==> src/rtl/cv32e40s_rr_arbiter.sv <==
// rtl/cv32e40s_rr_arbiter.sv - round-robin arbiter with hold-until-done grants and a hold watchdog
module cv32e40s_rr_arbiter #(
    parameter int unsigned NUM_REQ  = 4,
    parameter int unsigned MAX_HOLD = 16
) (
    input  logic                       clk,
    input  logic                       rst,
    input  logic [NUM_REQ-1:0]         req_i,
    input  logic                       done_i,
    output logic [NUM_REQ-1:0]         gnt_o,
    output logic [$clog2(NUM_REQ)-1:0] gnt_idx_o,
    output logic                       gnt_valid_o,
    output logic                       timeout_o
);

    localparam int unsigned IDX_W = $clog2(NUM_REQ);
    localparam int unsigned CNT_W = $clog2(MAX_HOLD);
    localparam logic [CNT_W-1:0] HOLD_LAST = CNT_W'(MAX_HOLD - 1);
    localparam logic [IDX_W-1:0] IDX_LAST  = IDX_W'(NUM_REQ - 1);

    typedef enum logic {
        IDLE,
        GRANT
    } state_e;

    state_e             state_q, state_d;
    logic [NUM_REQ-1:0] gnt_q, gnt_d;
    logic [IDX_W-1:0]   gnt_idx_q, gnt_idx_d;
    logic [IDX_W-1:0]   last_q, last_d;
    logic [CNT_W-1:0]   hold_cnt_q, hold_cnt_d;
    logic               timeout_q, timeout_d;

    function automatic logic [IDX_W-1:0] first_one(input logic [NUM_REQ-1:0] v);
        logic [IDX_W-1:0] idx;
        idx = '0;
        for (int i = int'(NUM_REQ) - 1; i >= 0; i--) begin
            if (v[i]) begin
                idx = IDX_W'(i);
            end
        end
        return idx;
    endfunction

    // Requests strictly above the pointer take precedence; otherwise wrap to the lowest.
    function automatic logic [IDX_W-1:0] winner(input logic [NUM_REQ-1:0] r,
                                                input logic [IDX_W-1:0]   p);
        logic [NUM_REQ-1:0] m;
        for (int i = 0; i < int'(NUM_REQ); i++) begin
            m[i] = r[i] && (i > int'(p));
        end
        return (|m) ? first_one(m) : first_one(r);
    endfunction

    logic [IDX_W-1:0]   arb_ptr;
    logic [IDX_W-1:0]   win_idx;
    logic [NUM_REQ-1:0] win_onehot;
    logic [NUM_REQ-1:0] req_others;
    logic               hold_expired;
    logic               release_ev;

    assign arb_ptr      = (state_q == GRANT) ? gnt_idx_q : last_q;
    assign win_idx      = winner(req_i, arb_ptr);
    assign win_onehot   = NUM_REQ'(1) << win_idx;
    assign req_others   = req_i & ~gnt_q;
    assign hold_expired = (hold_cnt_q == HOLD_LAST);
    assign release_ev   = (state_q == GRANT) && (done_i || hold_expired);

    always_comb begin
        state_d    = state_q;
        gnt_d      = gnt_q;
        gnt_idx_d  = gnt_idx_q;
        last_d     = last_q;
        hold_cnt_d = hold_cnt_q;
        timeout_d  = 1'b0;

        unique case (state_q)
            IDLE: begin
                if (|req_i) begin
                    gnt_d      = win_onehot;
                    gnt_idx_d  = win_idx;
                    hold_cnt_d = '0;
                    state_d    = GRANT;
                end
            end
            GRANT: begin
                if (release_ev) begin
                    last_d     = gnt_idx_q;
                    timeout_d  = !done_i;
                    hold_cnt_d = '0;
                    // Handing over at the release edge avoids a bubble; the holder is never re-picked
                    // because any other request outranks it in the masked or wrapped search.
                    if (|req_others) begin
                        gnt_d     = win_onehot;
                        gnt_idx_d = win_idx;
                    end else begin
                        gnt_d   = '0;
                        state_d = IDLE;
                    end
                end else if (!hold_expired) begin
                    hold_cnt_d = hold_cnt_q + 1'b1;
                end
            end
            default: begin
                state_d = IDLE;
                gnt_d   = '0;
            end
        endcase
    end

    always_ff @(posedge clk) begin
        if (rst) begin
            state_q    <= IDLE;
            gnt_q      <= '0;
            gnt_idx_q  <= '0;
            last_q     <= IDX_LAST;
            hold_cnt_q <= '0;
            timeout_q  <= 1'b0;
        end else begin
            state_q    <= state_d;
            gnt_q      <= gnt_d;
            gnt_idx_q  <= gnt_idx_d;
            last_q     <= last_d;
            hold_cnt_q <= hold_cnt_d;
            timeout_q  <= timeout_d;
        end
    end

    assign gnt_o       = gnt_q;
    assign gnt_idx_o   = gnt_idx_q;
    assign gnt_valid_o = |gnt_q;
    assign timeout_o   = timeout_q;

endmodule

==> config.mk <==
export PLATFORM = sky130hd
export DESIGN_NAME = cv32e40s_rr_arbiter
export DESIGN_NICKNAME = d
export VERILOG_FILES = /design/src/rtl/cv32e40s_rr_arbiter.sv
export SDC_FILE = /design/constraint.sdc
export NUM_CORES = 1
export LEC_CHECK = 0
export ABC_CLOCK_PERIOD_IN_PS = 2000
export CAP_MARGIN = 20
export CORE_UTILIZATION = 47
export CTS_BUF_LIST = sky130_fd_sc_hd__clkbuf_4 sky130_fd_sc_hd__clkbuf_8
export CTS_CLUSTER_SIZE = 14
export DETAILED_ROUTE_END_ITERATION = 8
export PLACE_DENSITY = 0.74
export RECOVER_POWER = 100
export SLEW_MARGIN = 20
export SYNTH_ARGS = -nofsm -noshare
export SYNTH_HDL_FRONTEND = slang
export SYNTH_SLANG_ARGS = --single-unit
==> constraint.sdc <==
create_clock -name clk -period 2 [get_ports clk]
set_input_delay 0.6 -clock clk [delete_from_list [all_inputs] [get_ports clk]]
set_output_delay 0.6 -clock clk [all_outputs]
set_load 0.1 [all_outputs]
Word level (Yosys, flattened, before mapping)
Cells that the tools add are included.
Word-level totals
  bits of input ports: 7
  register bits after elaboration: 14
  output and inout bits: 8
  logic and storage cells: 60
Operators by class
  $lt $le $gt $ge: 3
  shifts and indexed selects: 1
  reduce and logical (&&, ||, !) cells: 15
  add/subtract/negate cells: 1
  mux-type cells: 25
  bitwise operators: 4
  eq/ne operators: 5
Operator list (number)
  two-way mux 2 bit: 12
  two-way mux 4 bit: 6
  one-hot mux 4 bit (2 select lines): 2
  OR reduction 4 bit: 3
  AND reduction 2 bit: 3
  OR reduction 3 bit: 2
  adder 4 x 1 -> 4 bit (second input constant): 1
  AND 4 bit: 1
  equality test 4 bit (second input constant): 1
  > comparator 2 bit (first input constant): 2
  logical AND 1 bit: 4
  != test 2 x 1 -> 1 bit (second input constant): 2
  inverter 4 bit: 1
  one-hot mux 2 bit (2 select lines): 1
  left shift 1 x 2 -> 4 bit (first input constant): 1
  two-way mux 1 bit: 3
  != test 3 x 2 -> 1 bit (second input constant): 1
  AND reduction 3 bit: 1
  > comparator 1 x 2 -> 1 bit (first input constant): 1
  != test 2 bit (second input constant): 1
  inverter 1 bit: 2
  one-hot mux 1 bit (2 select lines): 1
  logical NOT 1 bit: 1
  logical OR 1 bit: 1

Logic depth before layout (Yosys ltp)
Gate-level depths: netlist (run 1).
  word-level depth: 11
  gate-level depth with buffers: 6
  depth with buffers taken out: 6

Worst setup path before layout (run 1)
OpenSTA, ideal clock, no wires.
  path type: reg-to-output
  start point: reg gnt_q[1], in the netlist gnt_o[1]
  end point: out gnt_valid_o
  stages on the path, launching flop included: 2
  data required time: 1400 ps
  path buffers: 0
  data arrival time: 1788 ps
  setup slack: -388 ps
  cells stage by stage: dfxtp_1 > or4_1
On the way
  word-level cells in the longest chain between the ends: 1
RTL lines
  start: declaration: line 27  | logic [NUM_REQ-1:0] gnt_q, gnt_d;
  start signal: assignment: line 120  | gnt_q <= gnt_d;
  OR reduction 4 bit: line 130  | assign gnt_valid_o = |gnt_q;
  end: declaration: line 12  | output logic gnt_valid_o,
Every way passes these cells.

Final worst setup path (run 1)
  start point: in req_i[3]
  end point: reg gnt_q[3], in the netlist gnt_o[3]
On the way
  word-level cells in the longest chain between the ends: 9
  elaborated cells between the ends (all ways): 20
  those cells by class: eq/ne (1); shift (1); mux (12); bitwise (1); reduce/logical (5)
RTL lines
  start: declaration: line 8  | input logic [NUM_REQ-1:0] req_i,
  two-way mux 2 bit / logical AND 1 bit (equally long branches): line 37, 49
  two-way mux 2 bit (3 in series): line 37  | if (v[i]) begin
  two-way mux 2 bit: line 51  | return (|m) ? first_one(m) : first_one(r);
  left shift 1 x 2 -> 4 bit: line 63  | assign win_onehot = NUM_REQ'(1) << win_idx;
  two-way mux 4 bit: line 92  | if (|req_others) begin
  two-way mux 4 bit: line 86  | if (release_ev) begin
  one-hot mux 4 bit (2 select lines): line 76  | unique case (state_q)
Parallel ways exist; a longest one is shown, timed or not. The select of a mux whose other input is x is not followed.
A chain may end at the register's enable or synchronous reset.

==> results.yml, run 1 <==
yosys:
  syn_area_um2: 767
  yosysSeqAreaShare_pct: 36.5
  ys_ff_latch: 14
  syn_avg_cell_area_um2: 9.24
  ys_types: 37
  ys_warn_count: 0
  synthCells: 83
  syn_nets: 91
  synth_ff_type: "dfxtp_1"
  synth_edf_count: 0
  async_flop_share_pct: 0
finish:
  syn_to_final_growth_pct: 40.1
  final_cell_mix: "dfxtp_1, buf_4, nor2_1"
  final_layout_size_suffix_gt1_share_pct: 34.3
  nNetsFinal: 118
  post-route-util_pct: 71.3
  diodes: 0
  final_common_cell: "dfxtp_1"
routing:
  vias_per_cell: 5.86
  drc: 0
  drt_wl_total_um: 1770
  wl_per_cell_um: 14.3
  antenna_left: 0
  first_pass_iters: 6
  drt_iter0_markers: 17
  num_vias: 727
place:
  gp_congestion: 0.790
  dp_slack_ns: -0.248
  portBuffers: 14
  dpl.hpwl_um: 1360
floorplanning:
  die_h_um: 42.4
  ioPinCount: 15
  core_area_um2: 1510
  initial_utilization_pct: 50.9
  dieArea_um2: 1800
  core.rowCount: 14
  die_w_um: 42.4
sta:
  max_slew.worst_pin.slew_ns: 0.547
  holdWs_ns: 0.512
  hold_viol_final: 0
  clock_skew_ns: 0.00455
  period_needed_ns: 1.95
  slew_headroom_pct: 63.7
  drv_slew: 0
  setup_viol: 0
  layout_setup_ws_ns: 0.0459
  max_freq_mhz: 512
  fin_crit_sh_pct: 97.7
worst_setup_path:
  critPathRequiredTime_ns: 2.17
  criticalPathCategory: "in -> reg"
  cp-startpoint: "req_i[3]"
  start_kind: "primary input"
  cp_data_arrival_time_ns: 2.12
  cp_max_fo: 6
  crit_path_end_kind: "register"
  r2r_start: "hold_cnt_q[0]"
pwr:
  leakagePower_nw: 0.446
  clockPowerShare_pct: 18.6
  irDropWorstVdd_mv: 0.417
  p_switching_mw: 0.314
  sw_frac_of_total_pct: 38.5
  seqPwrFrac_pct: 39.7
  pwr-share-comb_pct: 41.6
  p_int_mw: 0.502
  power_density_nw_per_um2: 759
clock_network:
  cts_tree: "yes"
  worstSkewPairLatency_ns: 0.27
  cts-htree-levels: 1
  cts_buffer_depth: 2
  clkSinkCount: 14
  cts_buffers: 3
  postCtsHoldBufs: 0
  root_buffer: "clkbuf_4"
  clk_pin_slew_ns: 0.08
flow_run:
  cap_violations: 0
status:
  outcome: "completed"
global_routing:
  grt_usage_pct: 20.3
  grt_max_degree: 10
  grt_pass1_vias: 672
  grt_pass1_wl_um: 2810
  grt_overflow: 0
  antenna_found_initial: 0
min_path:
  hp-class: "reg -> reg"
  hp-start: "hold_cnt_q[3]"
path summary, 6_finish.rpt:
| path | endpoint | slack (ns) | cells past startpoint |
|---|---|---|---|
| min reg2reg | hold_cnt_q[3] | 0.51 | 2 |
| min | hold_cnt_q[3] | 0.51 | 2 |
| max reg2reg | gnt_idx_o[1] | 0.29 | 6 |
| max | gnt_o[3] | 0.05 | 7 |
state kept, by name, summed over array words and instances (netlist names):
| register | count |
|---|---|
| state_q | 1 |
| timeout_o | 1 |
| hold_cnt_q | 4 |
| last_q | 2 |
| gnt_o | 4 |
| gnt_idx_o | 2 |
repair_timing:
item / 4_1_cts / 5_1_grt
setup buffers: 0 / 1
endpoints found under the setup margin: 0 / 5
resized for setup: 0 / 6
worst max-delay path, cell delays in order:
cell and delay, ns:
clkdlybuf4s50_1 0.42, or2_4 0.27, nor4_4 0.33, buf_4 0.19
a211oi_4 0.06, a32oi_1 0.20, nor2_1 0.05
kinds of logic (layout without fill, tap and decap cells):
family | Yosys count | in the layout | synth area share [%]
and+or+nand+nor | 42 | 42 | 33.8
AOI/OAI and AO/OA | 21 | 21 | 23.0
DFF | 14 | 14 | 36.5
buffers and inverters | 3 | 28 | 2.45
muxes | 2 | 2 | 2.61
adders and majority gates | 1 | 1 | 1.63
area by class of cell:
cell class	instances	area (um2)
flip-flops and latches	14	283
well taps	16	20.0
multi-input cells	66	493
clock buffers	3	22.5
repair buffers	24	253
fillers	103	432
inverters	1	3.75
routing by layer:
metal  share of wire, %  track usage [%]  up-vias
met5                  0                0        -
met4                  0             8.13        0
met3                2.5             2.59        0
met2                 50             35.7       11
met1                 47             24.8      355
li1                   -                -      361
power by group through the flow:
stage                     Clock (mW)  Combinational (mW)  Sequential, mW
final                          0.152               0.340           0.324
after floorplan                    0               0.137           0.410
after CTS                      0.154               0.343           0.327
after global routing           0.170               0.354           0.327
after global placement             0               0.339           0.332
after detailed placement           0               0.343           0.334
cell usage after synthesis, drive strengths merged (3+ instances only):
| cell type | count | area [um2] |
|---|---|---|
| nor2 | 8 | 30.0 |
| nand3b | 6 | 45.0 |
| dfxtp | 14 | 280 |
| nand2 | 6 | 22.5 |
| a21oi | 6 | 30.0 |
| o21ai | 3 | 15.0 |
| nand2b | 6 | 45.0 |
| nand3 | 4 | 20.0 |
through the flow:
| stage | cells | power [mW] | setup TNS, ns | cell area [um2] |
|---|---|---|---|---|
| 3_3_place_gp | 120 | 0.671 | -1.48 | 1070 |
| 6_report | 124 | 0.816 | 0 | 1070 |
| 2_1_floorplan | 83 | 0.548 | -0.0138 | 777 |
| 5_1_grt | 124 | 0.851 | -0.000415 | 1070 |
| 4_1_cts | 123 | 0.824 | 0 | 1090 |
| 3_5_place_dp | 120 | 0.676 | -1.81 | 1070 |
Note: power is estimated with default switching activity, not from simulation.
==> run 2, diff against run 1 <==
--- a/config.mk
+++ b/config.mk
@@ -7,11 +7,11 @@
 export LEC_CHECK = 0
 export ABC_CLOCK_PERIOD_IN_PS = 2000
 export CAP_MARGIN = 20
-export CORE_UTILIZATION = 47
+export CORE_UTILIZATION = 50
 export CTS_BUF_LIST = sky130_fd_sc_hd__clkbuf_4 sky130_fd_sc_hd__clkbuf_8
 export CTS_CLUSTER_SIZE = 14
 export DETAILED_ROUTE_END_ITERATION = 8
-export PLACE_DENSITY = 0.74
+export PLACE_DENSITY = 0.78
 export RECOVER_POWER = 100
 export SLEW_MARGIN = 20
 export SYNTH_ARGS = -nofsm -noshare
==> run 2 against run 1 <==
  * Count of clock-buffer cells in the layout unchanged
  * Worst setup slack improved by 0.0041 ns
  * Global-route usage up 7.3 points
  * Register-to-register slack got worse by 0.02 ns
  * Via count rose by 1.4%
  * Utilization increased by 5.5 points
  * Sequential share of layout area is 0.75 points higher
  * Critical path depth fell by 5
  * Combinational power shrank 2%
  * Highest routed layer is now met4
==> results.yml, run 2 (synthesis gave the netlist of run 1 again) <==
finish:
  nNetsFinal: 119
  final_layout_size_suffix_gt1_share_pct: 34.9
  diodes: 0
  syn_to_final_growth_pct: 36.9
  stdcell_count: 124
  final_cell_mix: "dfxtp_1, nor2_1, buf_4"
  final_common_cell: "dfxtp_1"
floorplanning:
  die_h_um: 41.2
  die_w_um: 41.2
  dieArea_um2: 1690
  initial_utilization_pct: 56.1
  ioPinCount: 15
  core_area_um2: 1370
  core.rowCount: 13
global_routing:
  antenna_found_initial: 0
  grt_max_degree: 12
  grt_overflow: 0
  grt_usage_pct: 27.6
  grt_pass1_wl_um: 2910
  grt_pass1_vias: 641
sta:
  layout_setup_ws_ns: 0.0499
  drv_slew: 0
  fin_tns_setup_ns: 0
  clock_skew_ns: 0.0104
  max_slew.worst_pin.slew_ns: 0.560
  slew_headroom_pct: 62.8
  period_needed_ns: 1.95
  fin_crit_sh_pct: 97.5
  max_freq_mhz: 513
  hold_viol_final: 0
  setup_viol: 0
  holdWs_ns: 0.484
  rsz0062_at_grt: "false"
clock_network:
  worstSkewPairLatency_ns: 0.29
  root_buffer: "clkbuf_4"
  clkSinkCount: 14
  cts_buffer_depth: 2
  clk_pin_slew_ns: 0.07
  cts-htree-levels: 1
  cts_buffers: 3
  cts_tree: "yes"
routing:
  drc: 0
  vias_per_cell: 5.94
  wl_per_cell_um: 16.0
  drt_iter0_markers: 21
  antenna_left: 0
  first_pass_iters: 4
  num_vias: 737
  drt_wl_total_um: 1980
place:
  portBuffers: 14
  gp_congestion: 0.831
  place_inst: 120
  dp_slack_ns: -0.280
  dpl.hpwl_um: 1390
worst_setup_path:
  r2r_setup_slack_ns: 0.27
  crit_path_end_kind: "primary output"
  cpLargestDelayFamily: "simple AND/OR/NAND/NOR gates"
  cp_data_arrival_time_ns: 1.35
  critPathRequiredTime_ns: 1.40
  criticalPathCategory: "reg -> out"
  crit_path_cell_trace: "or4_4 -> buf_12"
  cp_max_fo: 4
  start_kind: "register"
  cpPeakStageDelay_ns: 0.54
  cpMaxStageDelayCell: "or4_4"
  crit_buf_inv: 1
  cp-startpoint: "gnt_o[3]"
  r2r_start: "state_q"
pwr:
  power_density_nw_per_um2: 780
  irDropWorstVdd_mv: 0.428
  leakagePower_nw: 0.450
flow_run:
  cap_violations: 0
min_path:
  hp-start: "gnt_o[2]"
  hp-class: "reg -> reg"
status:
  outcome: "completed"
[run 2: path summary, 6_finish.rpt]
path                                     to  cells after the start
worst min-delay path               gnt_o[2]                      2
worst min register to register     gnt_o[2]                      2
worst max register to register     gnt_o[1]                      5
worst max-delay path            gnt_valid_o                      2
[run 2: worst reg2reg max path, stage by stage (launching register included)]
cell      delay (ns)
dfxtp_1         0.54
mux2i_1         0.18
and2_4          0.19
o311a_4         0.37
nand2b_4        0.16
o31ai_4         0.20
[run 2: layout make-up]
| cell class | count | area, um2 |
|---|---|---|
| fill | 106 | 317 |
| timing repair buffer | 25 | 226 |
| clock buffer | 3 | 22.5 |
| sequential | 14 | 284 |
| inverter | 1 | 3.75 |
| tap | 15 | 18.8 |
| multi-input combinational | 66 | 494 |
[run 2: timing repair]
action,4_1_cts,5_1_grt
gates resized for setup,0,6
hold buffers,0,0
setup endpoints to repair,0,5
setup buffers,0,1
[run 2: where the power goes]
group / internal, mW / total (mW) / leakage (nW) / switching, mW
registers: 0.298 / 0.324 / 0.116 / 0.0259
logic: 0.124 / 0.333 / 0.320 / 0.209
clock network: 0.0702 / 0.162 / 0.0138 / 0.0918
[run 2: metal layers]
layer	GRT usage (%)	vias up	routed length, um
li1	-	364	-
met1	34.7	341	905
met2	44.5	28	959
met3	6.52	4	96
met4	12.1	0	20
met5	0	-	0
[run 2: stage by stage]
stage	power, mW	instance area (um2)	util [%]
after global placement	0.672	1080	78.8
after detailed placement	0.678	1080	78.8
after floorplan	0.548	777	-
after CTS	0.837	1100	80.4
after global routing	0.848	1050	76.8
final	0.819	1050	76.8
==> run 3, diff against run 2 <==
--- a/config.mk
+++ b/config.mk
@@ -7,11 +7,10 @@
 export LEC_CHECK = 0
 export ABC_CLOCK_PERIOD_IN_PS = 2000
 export CAP_MARGIN = 20
-export CORE_UTILIZATION = 50
-export CTS_BUF_LIST = sky130_fd_sc_hd__clkbuf_4 sky130_fd_sc_hd__clkbuf_8
+export CORE_UTILIZATION = 49
 export CTS_CLUSTER_SIZE = 14
 export DETAILED_ROUTE_END_ITERATION = 8
-export PLACE_DENSITY = 0.78
+export PLACE_DENSITY = 0.76
 export RECOVER_POWER = 100
 export SLEW_MARGIN = 20
 export SYNTH_ARGS = -nofsm -noshare
==> run 3 against run 2 <==
  * Die area is 2.0% higher
  * Critical path depth up 6
  * Worst setup slack worse by 0.0078 ns
  * Wire length is 3.3% lower
  * Combinational power hardly changed
  * Sequential share of layout area shrank 0.051 points
  * Register-to-register slack is essentially flat
  * Design area grew 1.1%
  * Clock skew is 0.0047 ns lower
  * Clock power is 5% lower
  * Count of clock-buffer cells in the layout did not move
==> results.yml, run 3 (synthesis gave the netlist of run 1 again) <==
finish:
  nNetsFinal: 121
  syn_to_final_growth_pct: 38.3
  multiInputGateArea_um2: 482
  fin_area_um2: 1060
  stdcell_count: 126
  final_cell_mix: "buf_4, dfxtp_1, nor2_1"
  diodes: 0
  fillers: 98
  final_layout_size_suffix_gt1_share_pct: 36.0
  seq_area_um2: 287
  final_common_cell: "buf_4"
  post-route-util_pct: 76.7
routing:
  vias_per_cell: 5.85
  drc: 0
  drt_iter0_markers: 18
  num_vias: 737
  first_pass_iters: 4
  antenna_left: 0
  wl_per_cell_um: 15.2
  drt_wl_total_um: 1910
worst_setup_path:
  start_kind: "primary input"
  critPathRequiredTime_ns: 2.16
  cpMaxStageDelayCell: "clkdlybuf4s50_1"
  crit_path_cell_trace: "clkdlybuf4s50_1 -> buf_4 -> nor4_4 -> buf_4 -> a211oi_4 -> buf_4 -> a32oi_2 -> nor2_1"
  cp_data_arrival_time_ns: 2.12
  criticalPathCategory: "in -> reg"
  crit_path_end_kind: "register"
  cpPeakStageDelay_ns: 0.42
  crit_buf_inv: 4
  cp_common_cell: "buf_4"
  cp_max_fo: 5
  cpLargestDelayFamily: "buffers and inverters"
floorplanning:
  die_w_um: 41.6
  core.rowCount: 13
  core_area_um2: 1380
  die_h_um: 41.6
  initial_utilization_pct: 55.5
  ioPinCount: 15
  dieArea_um2: 1730
clock_network:
  cts_buffers: 3
  cts-htree-levels: 1
  clkSinkCount: 14
  root_buffer: "clkbuf_4"
  worstSkewPairLatency_ns: 0.28
  postCtsHoldBufs: 0
  clk_pin_slew_ns: 0.08
  cts_tree: "yes"
  cts_buffer_depth: 2
place:
  placed_area_um2: 1070
  dp_slack_ns: -0.273
  dpl.hpwl_um: 1380
  place_inst: 119
  gp_congestion: 0.804
  portBuffers: 14
sta:
  setup_viol: 0
  layout_setup_ws_ns: 0.0421
  period_needed_ns: 1.96
  fin_tns_setup_ns: 0
  drv_slew: 0
  fin_crit_sh_pct: 97.9
  holdWs_ns: 0.499
  max_freq_mhz: 511
  hold_viol_final: 0
  clock_skew_ns: 0.00571
  slew_headroom_pct: 63.1
  max_slew.worst_pin.slew_ns: 0.556
global_routing:
  grt_max_degree: 11
  grt_pass1_vias: 703
  grt_usage_pct: 23.7
  grt_pass1_wl_um: 3180
  grt_overflow: 0
  antenna_found_initial: 0
min_path:
  hp-class: "reg -> reg"
status:
  outcome: "completed"
pwr:
  leakagePower_nw: 0.466
  power_density_nw_per_um2: 765
  irDropWorstVdd_mv: 0.468
  total_power_mw: 0.812
flow_run:
  cap_violations: 0
-- run 3: area by class of cell --
cell class | instances | share of cell area (%)
inverter | 1 | 0.354
tap | 15 | 1.77
sequential | 14 | 27.0
timing repair buffer | 27 | 23.3
clock buffer | 3 | 2.12
multi-input combinational | 66 | 45.4
-- run 3: power breakdown --
part	total, mW	leakage [nW]	internal (mW)	switching [mW]
clock	0.154	0.0138	0.0699	0.0843
sequential	0.322	0.116	0.297	0.0254
combinational	0.335	0.336	0.128	0.207
-- run 3: path summary, 6_finish.rpt --
kind / slack (ns) / end / from / depth (start not counted)
max: 0.04 / gnt_o[3] / req_i[1] / 8
min: 0.50 / hold_cnt_q[3] / hold_cnt_q[3] / 2
max reg2reg: 0.26 / gnt_o[1] / hold_cnt_q[0] / 7
min reg2reg: 0.50 / hold_cnt_q[3] / hold_cnt_q[3] / 2
-- run 3: what timing repair did --
action                                  in CTS  in global routing
resized for setup                            0                  5
endpoints found under the setup margin       0                  9
buffers inserted                             0                  4
-- run 3: layer usage --
metal | global-route usage (%) | wire (um)
met1 | 30.5 | 929
met2 | 37.5 | 887
met3 | 6.52 | 63
met4 | 9.03 | 34
met5 | 0 | 0
-- run 3: worst register-to-register path, stage by stage, from the launching register on --
cell	delay, ns
dfxtp_1	0.37
ha_1	0.24
a31oi_1	0.12
and2_2	0.24
a211oi_4	0.25
buf_4	0.16
nand2b_4	0.05
o31ai_2	0.22
